### src/rtl/alu_wide_seq_pkg.sv
// Shared types for the wide ALU sequencer: ALU control codes, wide op codes, FSM states.
// Optional macro ALU_SEQ_CMP_EN enables WOP_LT (unsigned compare, run as a wide subtract).
package alu_wide_seq_pkg;

    typedef enum logic [1:0] {
        ALU_ADD = 2'd0,
        ALU_SUB = 2'd1,
        ALU_AND = 2'd2,
        ALU_OR  = 2'd3
    } ALU_CTRL;

    typedef enum logic [2:0] {
        WOP_ADD = 3'd0,
        WOP_SUB = 3'd1,
        WOP_AND = 3'd2,
        WOP_OR  = 3'd3,
        WOP_LT  = 3'd4
    } WIDE_OP;

    typedef enum logic [1:0] {
        SEQ_IDLE  = 2'd0,
        SEQ_PASS1 = 2'd1,
        SEQ_PASS2 = 2'd2,
        SEQ_DONE  = 2'd3
    } SEQ_STATE;

    function automatic logic op_is_sub(WIDE_OP op);
`ifdef ALU_SEQ_CMP_EN
        return (op == WOP_SUB) || (op == WOP_LT);
`else
        return (op == WOP_SUB);
`endif
    endfunction

    function automatic logic op_is_arith(WIDE_OP op);
        return (op == WOP_ADD) || op_is_sub(op);
    endfunction

    function automatic logic op_supported(WIDE_OP op);
        return op_is_arith(op) || (op == WOP_AND) || (op == WOP_OR);
    endfunction

    function automatic ALU_CTRL op_ctrl(WIDE_OP op);
        ALU_CTRL c;
        case (op)
            WOP_AND: c = ALU_AND;
            WOP_OR:  c = ALU_OR;
            default: c = op_is_sub(op) ? ALU_SUB : ALU_ADD;
        endcase
        return c;
    endfunction

endpackage

### src/rtl/alu_wide_seq_if.sv
// Request/response handshake bundle between the datapath controller and the wide ALU sequencer.
interface alu_wide_seq_if
    import alu_wide_seq_pkg::*;
#(
    parameter int unsigned NBYTES = 4
);
    logic                  req_valid;
    logic                  req_ready;
    WIDE_OP                req_op;
    logic [8*NBYTES-1:0]   req_a;
    logic [8*NBYTES-1:0]   req_b;
    logic                  rsp_valid;
    logic                  rsp_ready;
    logic [8*NBYTES-1:0]   rsp_result;
    logic                  rsp_carry;
    logic                  rsp_zero;

    modport master (
        output req_valid, req_op, req_a, req_b, rsp_ready,
        input  req_ready, rsp_valid, rsp_result, rsp_carry, rsp_zero
    );

    modport slave (
        input  req_valid, req_op, req_a, req_b, rsp_ready,
        output req_ready, rsp_valid, rsp_result, rsp_carry, rsp_zero
    );
endinterface

### src/rtl/alu_seq_carry.sv
// Carry-out (add) or borrow-out (subtract) of an 8-bit op, recovered from operand and result MSBs.
module alu_seq_carry (
    input  logic a7,
    input  logic b7,
    input  logic out7,
    input  logic is_sub,
    output logic carry
);
    always_comb begin
        if (is_sub) carry = (~a7 & b7) | ((~a7 | b7) & out7);
        else        carry = (a7 & b7) | ((a7 | b7) & ~out7);
    end
endmodule

### src/rtl/alu_wide_seq.sv
// Multi-cycle wide-op initiator driving one combinational 8-bit ALU, byte by byte, LSB first.
// Macro ALU_SEQ_CMP_EN adds WOP_LT; without it WOP_LT is treated as an unsupported code.
module alu_wide_seq
    import alu_wide_seq_pkg::*;
#(
    parameter int unsigned NBYTES = 4
) (
    input  logic           clk,
    input  logic           rst_n,
    alu_wide_seq_if.slave  bus,
    output ALU_CTRL        alu_ctrl,
    output logic [7:0]     alu_a,
    output logic [7:0]     alu_b,
    input  logic [7:0]     alu_out,
    input  logic           alu_zero
);
    localparam int unsigned W  = 8 * NBYTES;
    localparam int unsigned IW = (NBYTES > 1) ? $clog2(NBYTES) : 1;
    localparam logic [IW-1:0] LAST = IW'(NBYTES - 1);

    SEQ_STATE        state, state_nx;
    WIDE_OP          op_q;
    logic [W-1:0]    a_q, b_q, r_q;
    logic [IW-1:0]   idx;
    logic [7:0]      p_q;
    logic            cin, c1_q, zacc;
    logic [7:0]      a_byte, b_byte;
    logic            c1, c2, is_sub, byte_final;

    assign a_byte = a_q[{idx, 3'b000} +: 8];
    assign b_byte = b_q[{idx, 3'b000} +: 8];
    assign is_sub = op_is_sub(op_q);

    // PASS1 carry comes from the operand bytes, PASS2 carry from p +/- 1.
    alu_seq_carry u_carry1 (
        .a7     (a_byte[7]),
        .b7     (b_byte[7]),
        .out7   (alu_out[7]),
        .is_sub (is_sub),
        .carry  (c1)
    );

    alu_seq_carry u_carry2 (
        .a7     (p_q[7]),
        .b7     (1'b0),
        .out7   (alu_out[7]),
        .is_sub (is_sub),
        .carry  (c2)
    );

    always_ff @(posedge clk or negedge rst_n) begin
        if (!rst_n) state <= SEQ_IDLE;
        else        state <= state_nx;
    end

    always_comb begin
        state_nx       = state;
        byte_final     = 1'b0;
        bus.req_ready  = 1'b0;
        bus.rsp_valid  = 1'b0;
        bus.rsp_result = '0;
        bus.rsp_carry  = 1'b0;
        bus.rsp_zero   = 1'b0;
        alu_ctrl       = ALU_ADD;
        alu_a          = '0;
        alu_b          = '0;
        case (state)
            SEQ_IDLE: begin
                bus.req_ready = 1'b1;
                if (bus.req_valid)
                    state_nx = op_supported(bus.req_op) ? SEQ_PASS1 : SEQ_DONE;
            end
            SEQ_PASS1: begin
                alu_ctrl = op_ctrl(op_q);
                alu_a    = a_byte;
                alu_b    = b_byte;
                if (op_is_arith(op_q) && cin) begin
                    state_nx = SEQ_PASS2;
                end else begin
                    byte_final = 1'b1;
                    state_nx   = (idx == LAST) ? SEQ_DONE : SEQ_PASS1;
                end
            end
            SEQ_PASS2: begin
                alu_ctrl   = is_sub ? ALU_SUB : ALU_ADD;
                alu_a      = p_q;
                alu_b      = 8'h01;
                byte_final = 1'b1;
                state_nx   = (idx == LAST) ? SEQ_DONE : SEQ_PASS1;
            end
            SEQ_DONE: begin
                bus.rsp_valid  = 1'b1;
                bus.rsp_result = r_q;
                bus.rsp_carry  = cin;
                bus.rsp_zero   = zacc;
`ifdef ALU_SEQ_CMP_EN
                if (op_q == WOP_LT) begin
                    bus.rsp_result = W'(cin);
                    bus.rsp_zero   = ~cin;
                end
`endif
                if (bus.rsp_ready) state_nx = SEQ_IDLE;
            end
            default: state_nx = SEQ_IDLE;
        endcase
    end

    always_ff @(posedge clk or negedge rst_n) begin
        if (!rst_n) begin
            op_q <= WOP_ADD;
            a_q  <= '0;
            b_q  <= '0;
            r_q  <= '0;
            idx  <= '0;
            p_q  <= '0;
            cin  <= 1'b0;
            c1_q <= 1'b0;
            zacc <= 1'b1;
        end else begin
            if (state == SEQ_IDLE && bus.req_valid) begin
                op_q <= bus.req_op;
                a_q  <= bus.req_a;
                b_q  <= bus.req_b;
                r_q  <= '0;
                idx  <= '0;
                cin  <= 1'b0;
                zacc <= 1'b1;
            end
            if (state == SEQ_PASS1) begin
                p_q  <= alu_out;
                c1_q <= c1;
            end
            if (byte_final) begin
                r_q[{idx, 3'b000} +: 8] <= alu_out;
                zacc <= zacc & alu_zero;
                if (!op_is_arith(op_q))       cin <= 1'b0;
                else if (state == SEQ_PASS2)  cin <= c1_q | c2;
                else                          cin <= c1;
                if (idx != LAST) idx <= idx + 1'b1;
            end
        end
    end

endmodule

### src/flat_wrapper.sv
// flat-port wrapper written by rule: the top's interface ports become plain ports
module alu_wide_seq_flat import alu_wide_seq_pkg::*;
#(
    parameter int unsigned NBYTES = 4
)
  (clk, rst_n, alu_ctrl, alu_a, alu_b, alu_out, alu_zero, bus_req_valid, bus_req_op, bus_req_a, bus_req_b, bus_rsp_ready, bus_req_ready, bus_rsp_valid, bus_rsp_result, bus_rsp_carry, bus_rsp_zero);
  alu_wide_seq_if #(.NBYTES(NBYTES)) bus_i ();
  input  logic clk;
  input  logic rst_n;
  output ALU_CTRL alu_ctrl;
  output logic [7:0] alu_a;
  output logic [7:0] alu_b;
  input  logic [7:0] alu_out;
  input  logic alu_zero;
  input wire logic [$bits(bus_i.req_valid)-1:0] bus_req_valid;
  input wire logic [$bits(bus_i.req_op)-1:0] bus_req_op;
  input wire logic [$bits(bus_i.req_a)-1:0] bus_req_a;
  input wire logic [$bits(bus_i.req_b)-1:0] bus_req_b;
  input wire logic [$bits(bus_i.rsp_ready)-1:0] bus_rsp_ready;
  output wire logic [$bits(bus_i.req_ready)-1:0] bus_req_ready;
  output wire logic [$bits(bus_i.rsp_valid)-1:0] bus_rsp_valid;
  output wire logic [$bits(bus_i.rsp_result)-1:0] bus_rsp_result;
  output wire logic [$bits(bus_i.rsp_carry)-1:0] bus_rsp_carry;
  output wire logic [$bits(bus_i.rsp_zero)-1:0] bus_rsp_zero;
  assign bus_i.req_valid = bus_req_valid;
  assign bus_i.req_op = bus_req_op;
  assign bus_i.req_a = bus_req_a;
  assign bus_i.req_b = bus_req_b;
  assign bus_i.rsp_ready = bus_rsp_ready;
  assign bus_req_ready = bus_i.req_ready;
  assign bus_rsp_valid = bus_i.rsp_valid;
  assign bus_rsp_result = bus_i.rsp_result;
  assign bus_rsp_carry = bus_i.rsp_carry;
  assign bus_rsp_zero = bus_i.rsp_zero;
  alu_wide_seq #(.NBYTES(NBYTES)) u_core (.clk(clk), .rst_n(rst_n), .bus(bus_i), .alu_ctrl(alu_ctrl), .alu_a(alu_a), .alu_b(alu_b), .alu_out(alu_out), .alu_zero(alu_zero));
endmodule
### config.mk
export PLATFORM = sky130hd
export DESIGN_NAME = alu_wide_seq_flat
export DESIGN_NICKNAME = d
export VERILOG_FILES = /design/src/rtl/alu_wide_seq_pkg.sv /design/src/rtl/alu_wide_seq_if.sv /design/src/rtl/alu_seq_carry.sv /design/src/rtl/alu_wide_seq.sv /design/src/flat_wrapper.sv
export SDC_FILE = /design/constraint.sdc
export NUM_CORES = 1
export LEC_CHECK = 0
export CORE_ASPECT_RATIO = 0.9
export CORE_MARGIN = 2
export CORE_UTILIZATION = 35
export CTS_CLUSTER_SIZE = 12
export DETAILED_ROUTE_END_ITERATION = 6
export DONT_BUFFER_PORTS = 1
export PLACE_DENSITY_LB_ADDON = 0.3
export SLEW_MARGIN = 30
export SYNTH_ARGS = -nofsm -noshare
export SYNTH_HDL_FRONTEND = slang
export SYNTH_SLANG_ARGS = --single-unit
### constraint.sdc
create_clock -name clk -period 2.1 [get_ports clk]
set_input_delay 0.21 -clock clk [delete_from_list [all_inputs] [get_ports clk]]
set_output_delay 0.21 -clock clk [all_outputs]
set_load 0.02 [all_outputs]
==> results of run 1 <==
report_power, final:
part,internal [mW],total [mW],leakage [nW],switching [mW]
sequential,3.21,3.83,1.41,0.621
combinational,2.68,5.12,1.72,2.44
clock,1.92,2.92,0.282,1.00
area by class of cell:
type / count / area share (%)
repair buffers: 112 / 14.73
diodes: 1 / 0.03339
flip-flops and latches: 114 / 38.10
clock inverters: 9 / 1.753
multi-input cells: 303 / 35.26
well taps: 202 / 3.373
clock buffers: 22 / 6.195
inverters: 11 / 0.5510
routing by layer:
layer | part of all wire (%) | vias to the layer above
met5 | 0 | -
li1 | - | 1804
met4 | 1.4 | 0
met2 | 47 | 121
met1 | 44 | 1961
met3 | 7.5 | 19
worst paths after layout:
check	start	end	slack, ns
worst max-delay path	u_core.idx[0]	alu_a[2]	0.002
worst min-delay path	rst_n	u_core.b_q[25]	-0.50
worst max register to register	u_core.idx[0]	u_core.cin	0.08
worst min register to register	u_core.b_q[24]	u_core.b_q[24]	0.50
max in group asynchronous	rst_n	u_core.zacc	2.38
min in group clk	alu_zero	u_core.zacc	0.04
kinds of logic (layout without fill, tap and decap cells):
kind of cell / count (synthesis) / count (layout) / share of synthesized area, %
mux: 125 / 125 / 27.96
other cells: 0 / 1 / 0
fa+ha+maj: 11 / 11 / 2.455
buf+inv: 37 / 154 / 2.633
compound gates: 25 / 25 / 3.571
flops: 114 / 114 / 50.90
simple gates: 142 / 142 / 12.48
state kept, by name, indices dropped and copies added, names as in the netlist:
register      cells
u_core.a_q       32
u_core.b_q       32
u_core.c1_q       1
u_core.cin        1
u_core.idx        2
u_core.op_q       3
u_core.p_q        8
u_core.r_q       32
u_core.state      2
u_core.zacc       1
through the flow:
step / power, mW / utilization [%]
finish: 11.87 / 48.19
global route: 12.56 / 48.18
CTS: 11.79 / 47.86
detailed placement: 8.454 / 38.79
global placement: 8.294 / 38.79
floorplan: 7.078 / -
placed cells by master, fill, tap and decap left out, types with 5 or more instances in the layout:
master         netlist  layout
inv_1               11      10
mux4_2              10      16
nor2b_1              8       7
clkbuf_16            0      17
nand2_1             74      72
a32o_2               0       8
dfrtp_1            113     112
dlygate4sd3_1        0      76
nor3_1               6       5
and2_1              35      34
mux2i_1             34      34
mux2_2              75      75
ha_1                11       9
buf_4                0      27
critical path: cells and delay by family, from the launching register on:
kind / cells / cell delay (ns)
buffers and inverters: 1 / 0.17
AOI/OAI and AO/OA: 1 / 0.34
DFF: 1 / 0.44
muxes: 1 / 0.54
repair_timing:
action                                 4_1_cts  5_1_grt
endpoints found under the hold margin      222      114
resized for setup                           27        8
setup buffers                                2        3
pin swaps                                    1        2
setup endpoints to repair                   17       21
==> impl_results.md, run 1 <==
- Run status: finished, violations left
- Failing checks: hold timing
- Antenna viol nets, final: 0
- Die area: approximately 17000 um2
- Finished Cell Area: around 7500 um2
- Synth async-reset ratio: 100.0%
- Met2 usage: between 20% and 30%
- Clock Latency Late Sink: between 0.4 and 0.5 ns
- Non-Filler Instances: a little under 800
- Setup ws final: ~0.0017 ns
- Initial antenna violation count: 1
- CTS tree: yes
- Most frequent cell after synthesis: dfrtp_1
- Die width: 137.4 um
- Initial Utilization: a little over a third
- Multi-input gate area: approximately 2600 um2
- Sequential cell area: between 2000 and 3000 um2
- Net Count, Synth: 545
- Wirelength, routed: 14.42 mm
- P&R area growth vs syn: 33.65%
- Routed wire per std cell: roughly 19 um
- Post-synth EDFFs: 0
- Share of post-route cells with drive strength above 1: between 30 and 40%
- H-Tree Depth: 4
- Critical Path Fanout Max: 10
- Crit path time final: approximately 2.1 ns
- Final setup TNS: 0 ns
- Crit share post-route: roughly 100%
- Count of final max-slew check failures: 0
- Yosys top cell area share: between 50% and 60%
- GRT Max-Usage Layer: met2
- Via count of the first global-routing pass: between 4000 and 5000
- FILL cells: roughly 1400
- I/O Buffers: 0
- Remaining Overflow, GRT: 0
- Pleak: between 3 and 4 nW
- Worst path cell trace: buf_12, mux4_2, a32o_2
- Pin count of the biggest net entering global routing: around 120
- Synth cell types: 38
- Reg2Reg Depth: 5
- TritonCTS Sinks: about 110
- Synth Register Bits: 114
- Core box area: around 16000 um2
- RSZ-0062 raised after global routing: true
- Grt met3 use: about 6.4%
- DRC: 0
- Final Hold Vio Count: about 110
- Post-Synthesis Cells: around 450
- Slew headroom: between 60% and 70%
- Die Ht: around 120 um
- Global-route wire length before repair: approximately 23 mm
- Io pins: 134
- Sequential element share of the synthesized area: approximately half
- Final setup vio count: 0
- Cell total after placement: about 660
- Clock transition at path regs: around 0.05 ns
- CTS Buf Count: 17
- Cell accounting for the most synthesized area: dfrtp_1
- Hold_buf cts: 76
- GR Util met1: a little under a quarter
- Required time worst endpoint: about 1.9 ns
- Drt pass-1 iters: 4
- Commonest cells in the netlist: dfrtp_1, mux2_2, nand2_1, and2_1, mux2i_1
- HP Class: in2async
- Crit Path Category: reg2out
- Dpl cell area: about 6000 um2
- Arr. time, crit path: ~1.9 ns
- Max incr delay on CP: 0.54 ns
- Top post-synthesis cells by area: dfrtp_1, mux2_2, mux2i_1
- Peak VDD IR: 0.0008387 V
- Critical-path top delay cell: mux4_2
- Top_reg_cell synth: dfrtp_1
- RePlAce Congestion: between 0.8 and 0.9
- Yosys warnings: 0
- Worst Skew: about 0.0098 ns
- Layout Nets: between 600 and 700
- Max Freq: roughly 480 MHz
- Actual slew at the worst max-slew pin: between 0.4 and 0.5 ns
- Site Rows: 43
- DR vias: 3905
- Routed vias/inst: a little over 5
- Clk root buf: clkbuf_16
- CP Launch Type: flip-flop
- Synthesized cell area: 5607 um2
- CP Capture Type: output port
- WHS: -0.4993 ns
- Place WS: about 0.15 ns
- Clock Path Buffers: 2
- Mapped Avg Cell Area: 12.35 um2
- MaxCap Viol Count: 0
- Gr usage total: 17.83%
- PwrDens: around 1600 nW/um2
- DP HPWL: roughly 9.6 mm
- DR iter-0 viols: 177
No activity file was read; power rests on OpenSTA's default activity.
==> run 2, diff against run 1 <==
--- a/config.mk
+++ b/config.mk
@@ -6,7 +6,7 @@
 export NUM_CORES = 1
 export LEC_CHECK = 0
 export CORE_ASPECT_RATIO = 0.9
-export CORE_MARGIN = 2
+export CORE_MARGIN = 5
 export CORE_UTILIZATION = 35
 export CTS_CLUSTER_SIZE = 12
 export DETAILED_ROUTE_END_ITERATION = 6
==> impl_results.md, run 2 (synthesis gave the netlist of run 1 again) <==
- RSZ-0062 raised after global routing: true
- P&R area growth vs syn: 33.43%
- Most frequent cells in the layout: dfrtp_1, dlygate4sd3_1, mux2_2, nand2_1
- Reg2Reg Depth: 5 (unchanged)
- Cell total after placement: 663 (+0.30%)
- HP Class: in2async
- Antenna viol nets, final: 0 (unchanged)
- R2R setup slack: 0.07 ns (about the same)
- Die width: 143.4 um (+4.4%)
- Crit path time final: 2.087 ns (-0.01155 ns)
- Worst Skew: 0.01163 ns (+0.001799 ns)
- Core box area: 15550 um2 (unchanged)
- Die Ht: 130.1 um (+4.8%)
- Required time worst endpoint: 1.89 ns (about the same)
- Arr. time, crit path: 1.88 ns (about the same)
- RePlAce Congestion: 0.8023 (-1.5%)
- Actual slew at the worst max-slew pin: 0.4283 ns (-0.06850 ns)
- Crit Path Category: reg2out
- Dpl cell area: 6058 um2 (+0.46%)
- Final setup TNS: 0 ns (unchanged)
- Finished Cell Area: 7481 um2 (-0.17%)
- Clock transition at path regs: 0.05 ns (about the same)
- Clock Latency Late Sink: 0.42 ns (about the same)
- DP HPWL: 10.07 mm (+4.9%)
- PwrDens: 1565 nW/um2 (-1.2%)
- Crit share post-route: 99.37% (-0.55 points)
- R2R Path End: u_core.cin
- Via count of the first global-routing pass: 4299 (+2.8%)
- Layout Nets: 651 (+0.15%)
- Clk root buf: clkbuf_16
- DR vias: 3923 (+0.46%)
- Initial antenna violation count: 0 (-1)
- Non-Filler Instances: 775 (+0.13%)
- Drt pass-1 iters: 4 (unchanged)
- Regs by FF count: u_core.a_q x32, u_core.b_q x32, u_core.r_q x32
- TritonCTS Sinks: 114 (unchanged)
- CP Launch Type: flip-flop
- Wirelength, routed: 15.09 mm (+4.6%)
- Routed wire per std cell: 19.47 um (+4.5%)
- Run status: finished, violations left
- Remaining Overflow, GRT: 0 (unchanged)
- Gr usage total: 16.61% (-1.2 points)
- DRC: 0 (unchanged)
- Routed vias/inst: 5.062 (+0.33%)
- WHS: -0.5092 ns (-0.009956 ns)
- Slew headroom: 71.35% (+4.6 points)
- CP Capture Type: output port
- Reg2Reg Launch Point: u_core.idx[0]
- CTS Buf Count: 17 (unchanged)
- Max Freq: 479.2 MHz (+0.55%)
- Commonest non-fill, non-tap cell in the layout: dfrtp_1
- Clock Path Buffers: 2 (unchanged)
- Io pins: 134 (unchanged)
- FILL cells: 1352 (+0.15%)
- Failing checks: hold timing
- Site Rows: 43 (unchanged)
- Initial Utilization: 36.06% (unchanged)
- Share of post-route cells with drive strength above 1: 31.41% (+0.77 points)
- Final Hold Vio Count: 114 (unchanged)
- CTS tree: yes
- Die area: 18650 um2 (+9.4%)
- Final setup vio count: 0 (unchanged)
- Count of final max-slew check failures: 0 (unchanged)
- Global-route wire length before repair: 23.63 mm (+4.7%)
- Pleak: 3.418 nW (+0.16%)
- Hold_buf cts: 76 (unchanged)
- DR iter-0 viols: 165 (-6.8%)
- Pin count of the biggest net entering global routing: 115 (unchanged)
- Peak VDD IR: 0.0007333 V (-13%)
- I/O Buffers: 0 (unchanged)
- N_diodes: 0 (-1)
- Critical Path Fanout Max: 6 (-4)
- MaxCap Viol Count: 0 (unchanged)
- H-Tree Depth: 4 (unchanged)
==> run 2: worst max path at each step <==
| stage | start | endpoint | depth (start not counted) |
|---|---|---|---|
| floorplan | u_core.idx[1] | u_core.r_q[10] | 8 |
| global placement | u_core.idx[0] | u_core.cin | 4 |
| detailed placement | u_core.idx[0] | u_core.cin | 4 |
| CTS | u_core.idx[0] | alu_a[7] | 3 |
| global route | u_core.idx[0] | alu_b[4] | 4 |
| finish | u_core.idx[0] | alu_b[7] | 4 |
==> run 2: per-layer routing <==
metal	track usage, %	vias up	share of wire (%)
met1	20.58	1992	43
met3	5.460	11	6.2
met2	27.52	107	50
met4	5.592	0	1.1
met5	0	-	0
li1	-	1813	-
==> run 2: cell type report <==
cell class | count | area, um2 | share of cell area (%)
flip-flops and latches | 114 | 2856 | 38.18
multi-input cells | 303 | 2648 | 35.39
repair buffers | 113 | 1115 | 14.90
clock buffers | 23 | 488.0 | 6.523
well taps | 202 | 252.7 | 3.378
clock inverters | 9 | 80.08 | 1.070
inverters | 11 | 41.29 | 0.5519
==> run 2: report_power, final <==
group | switching [mW] | internal (mW)
Clock | 1.01 | 1.74
Combinational | 2.42 | 2.70
Sequential | 0.624 | 3.21
Total | 4.06 | 7.65
==> run 2: worst max-delay path: stages (launching register included) <==
cell     delay (ns)
dfrtp_2        0.44
buf_4          0.14
mux4_2         0.55
nor2b_1        0.16
buf_4          0.16
==> run 2: metrics by stage <==
step	power, mW	hold WS [ns]	setup slack (ns)	utilization (%)
floorplan	7.078	-0.08559	0.01474	-
global placement	8.291	-0.08231	0.1733	38.96
detailed placement	8.480	-0.08201	0.1681	38.96
CTS	11.50	-0.5280	-0.04880	47.71
global route	12.43	-0.5365	-0.05796	48.11
finish	11.71	-0.5092	0.01326	48.11
==> run 2: timing repair <==
action	CTS	global route
endpoints found under the setup margin	17	18
setup buffers	1	3
gates resized for setup	14	21
endpoints found under the hold margin	222	114
pin swaps	1	8
==> RTL change: new RTL, flow settings as in run 2 <==
The 4 states of `SEQ_STATE` get a one-hot encoding in 4 bits.
--- a/src/rtl/alu_wide_seq_pkg.sv
+++ b/src/rtl/alu_wide_seq_pkg.sv
@@ -17,11 +17,11 @@
         WOP_LT  = 3'd4
     } WIDE_OP;
 
-    typedef enum logic [1:0] {
-        SEQ_IDLE  = 2'd0,
-        SEQ_PASS1 = 2'd1,
-        SEQ_PASS2 = 2'd2,
-        SEQ_DONE  = 2'd3
+    typedef enum logic [3:0] {
+        SEQ_IDLE  = 4'b0001,
+        SEQ_PASS1 = 4'b0010,
+        SEQ_PASS2 = 4'b0100,
+        SEQ_DONE  = 4'b1000
     } SEQ_STATE;
 
     function automatic logic op_is_sub(WIDE_OP op);
Function: same outputs for any inputs over 10 cycles, from zero or initial values and one cycle with rst_n low; not proved beyond that.
==> RTL change against run 2 <==
The run still ends with hold timing left. Hold slack improved by 0.0032 ns. Total power decreased by 16%. Area after synthesis decreased by 1.4%. Worst setup slack improved by 0.015 ns. Routed wire length increased by 2.8%. Fmax increased by 0.71%. Sequential cell count increased by 2. Via count increased by 10%. Final area decreased by 0.37%. Sequential share of layout area increased by 0.86 points. Critical path type unchanged. Largest cell class unchanged. Largest power group is now registers. Highest routed layer unchanged.
==> RTL change: results (changes against run 2) <==
status -> finished, violations left (unchanged)
failing checks -> hold timing (unchanged)
metal3 WL -> 839 um (was 942 um)
CTS resizes -> 32 (was 14)
Reg2Reg Setup Slack -> 0.14 ns (was 0.07 ns)
Avg Cell Area, Syn -> 9.70 um^2 (was 12.3 um^2)
largest cells by area after synthesis -> dfrtp_1 (52%), nand2_1 (17%), mux4_2 (6.5%) (was dfrtp_1 (50%), mux2_2 (15%), mux2i_1 (6.1%))
routed len/inst -> 17.7 um (was 19.5 um)
Post-Synth Adder-Cell Area -> 1.36% (was 2.45%)
Final HPWL DP -> 10.3 mm (was 10.1 mm)
Vias/cell -> 4.92 (was 5.06)
top post-synthesis cells by count -> nand2_1 (255), dfrtp_1 (114), and2_1 (44), a22o_1 (24), clkbuf_1 (19) (was dfrtp_1 (113), mux2_2 (75), nand2_1 (74), and2_1 (35), mux2i_1 (34))
compound-cell area share of the yosys netlist -> 6.29% (was 3.57%)
Pre-antenna DRT Iters -> 5 (was 4)
DRT iter0 DRCs -> 344 (was 165)
post-synthesis sequential area ratio -> 52.6% (was 50.9%)
met1 Usage GRT -> 23.7% (was 20.6%)
met2 wire len -> 7.08 mm (was 7.50 mm)
GR Util met3 -> 4.35% (was 5.46%)
largest net degree at the start of global routing -> 117 (was 115)
hold buffer count at cts -> 77 (was 76)
post-synthesis cell type count -> 42 (was 38)
clock skew -> 0.00710 ns (was 0.0116 ns)
Max VDD drop -> 592 uV (was 733 uV)
Arr. time, crit path -> 1.86 ns (was 1.88 ns)
initial antenna violation count -> 1 (was 0)
Hold Violations, Final -> 116 (was 114)
met2 GRT Util -> 27.0% (was 27.5%)
postcts setup bufs -> 7 (was 1)
M1 WL -> 7.16 mm (was 6.49 mm)
worst-margin pin slew -> 0.603 ns (was 0.428 ns)
Net Count, Synth -> 656 (was 545)
GRT Util Overall -> 17.4% (was 16.6%)
hold_ws -> -0.506 ns (was -0.509 ns)
dpl cell area -> 5840 um^2 (was 6060 um^2)
cell count after placement -> 761 (was 663)
vias -> 4328 (was 3923)
Peak Freq -> 0.483 GHz (was 0.479 GHz)
Crit Path Max Fanout -> 7 (was 6)
## RTL change: final timing paths
| check | end | cells after the start | start |
|---|---|---|---|
| worst min-delay path | u_core.a_q[28] | 0 | rst_n |
| worst max-delay path | alu_a[4] | 4 | u_core.idx[0] |
| max in group asynchronous | u_core.zacc | 0 | rst_n |
| worst min register to register | u_core.b_q[19] | 2 | u_core.b_q[19] |
| worst max register to register | u_core.r_q[2] | 5 | u_core.state[2] |
| min in group clk | u_core.state[1] | 2 | bus_req_op[2] |
## RTL change: cell type report
class | count | area, um^2
fill | 1425 | 7990
sequential | 116 | 2910
multi-input combinational | 416 | 2570
timing repair buffer | 110 | 1080
clock buffer | 23 | 478
tap | 202 | 253
clock inverter | 8 | 149
inverter | 4 | 15.0
## RTL change: where the power goes
part	total (mW)	internal, mW	switching (mW)
Combinational	3.14	1.43	1.71
Clock	3.08	2.07	1.00
Sequential	3.57	3.05	0.514
Total	9.78	6.55	3.23
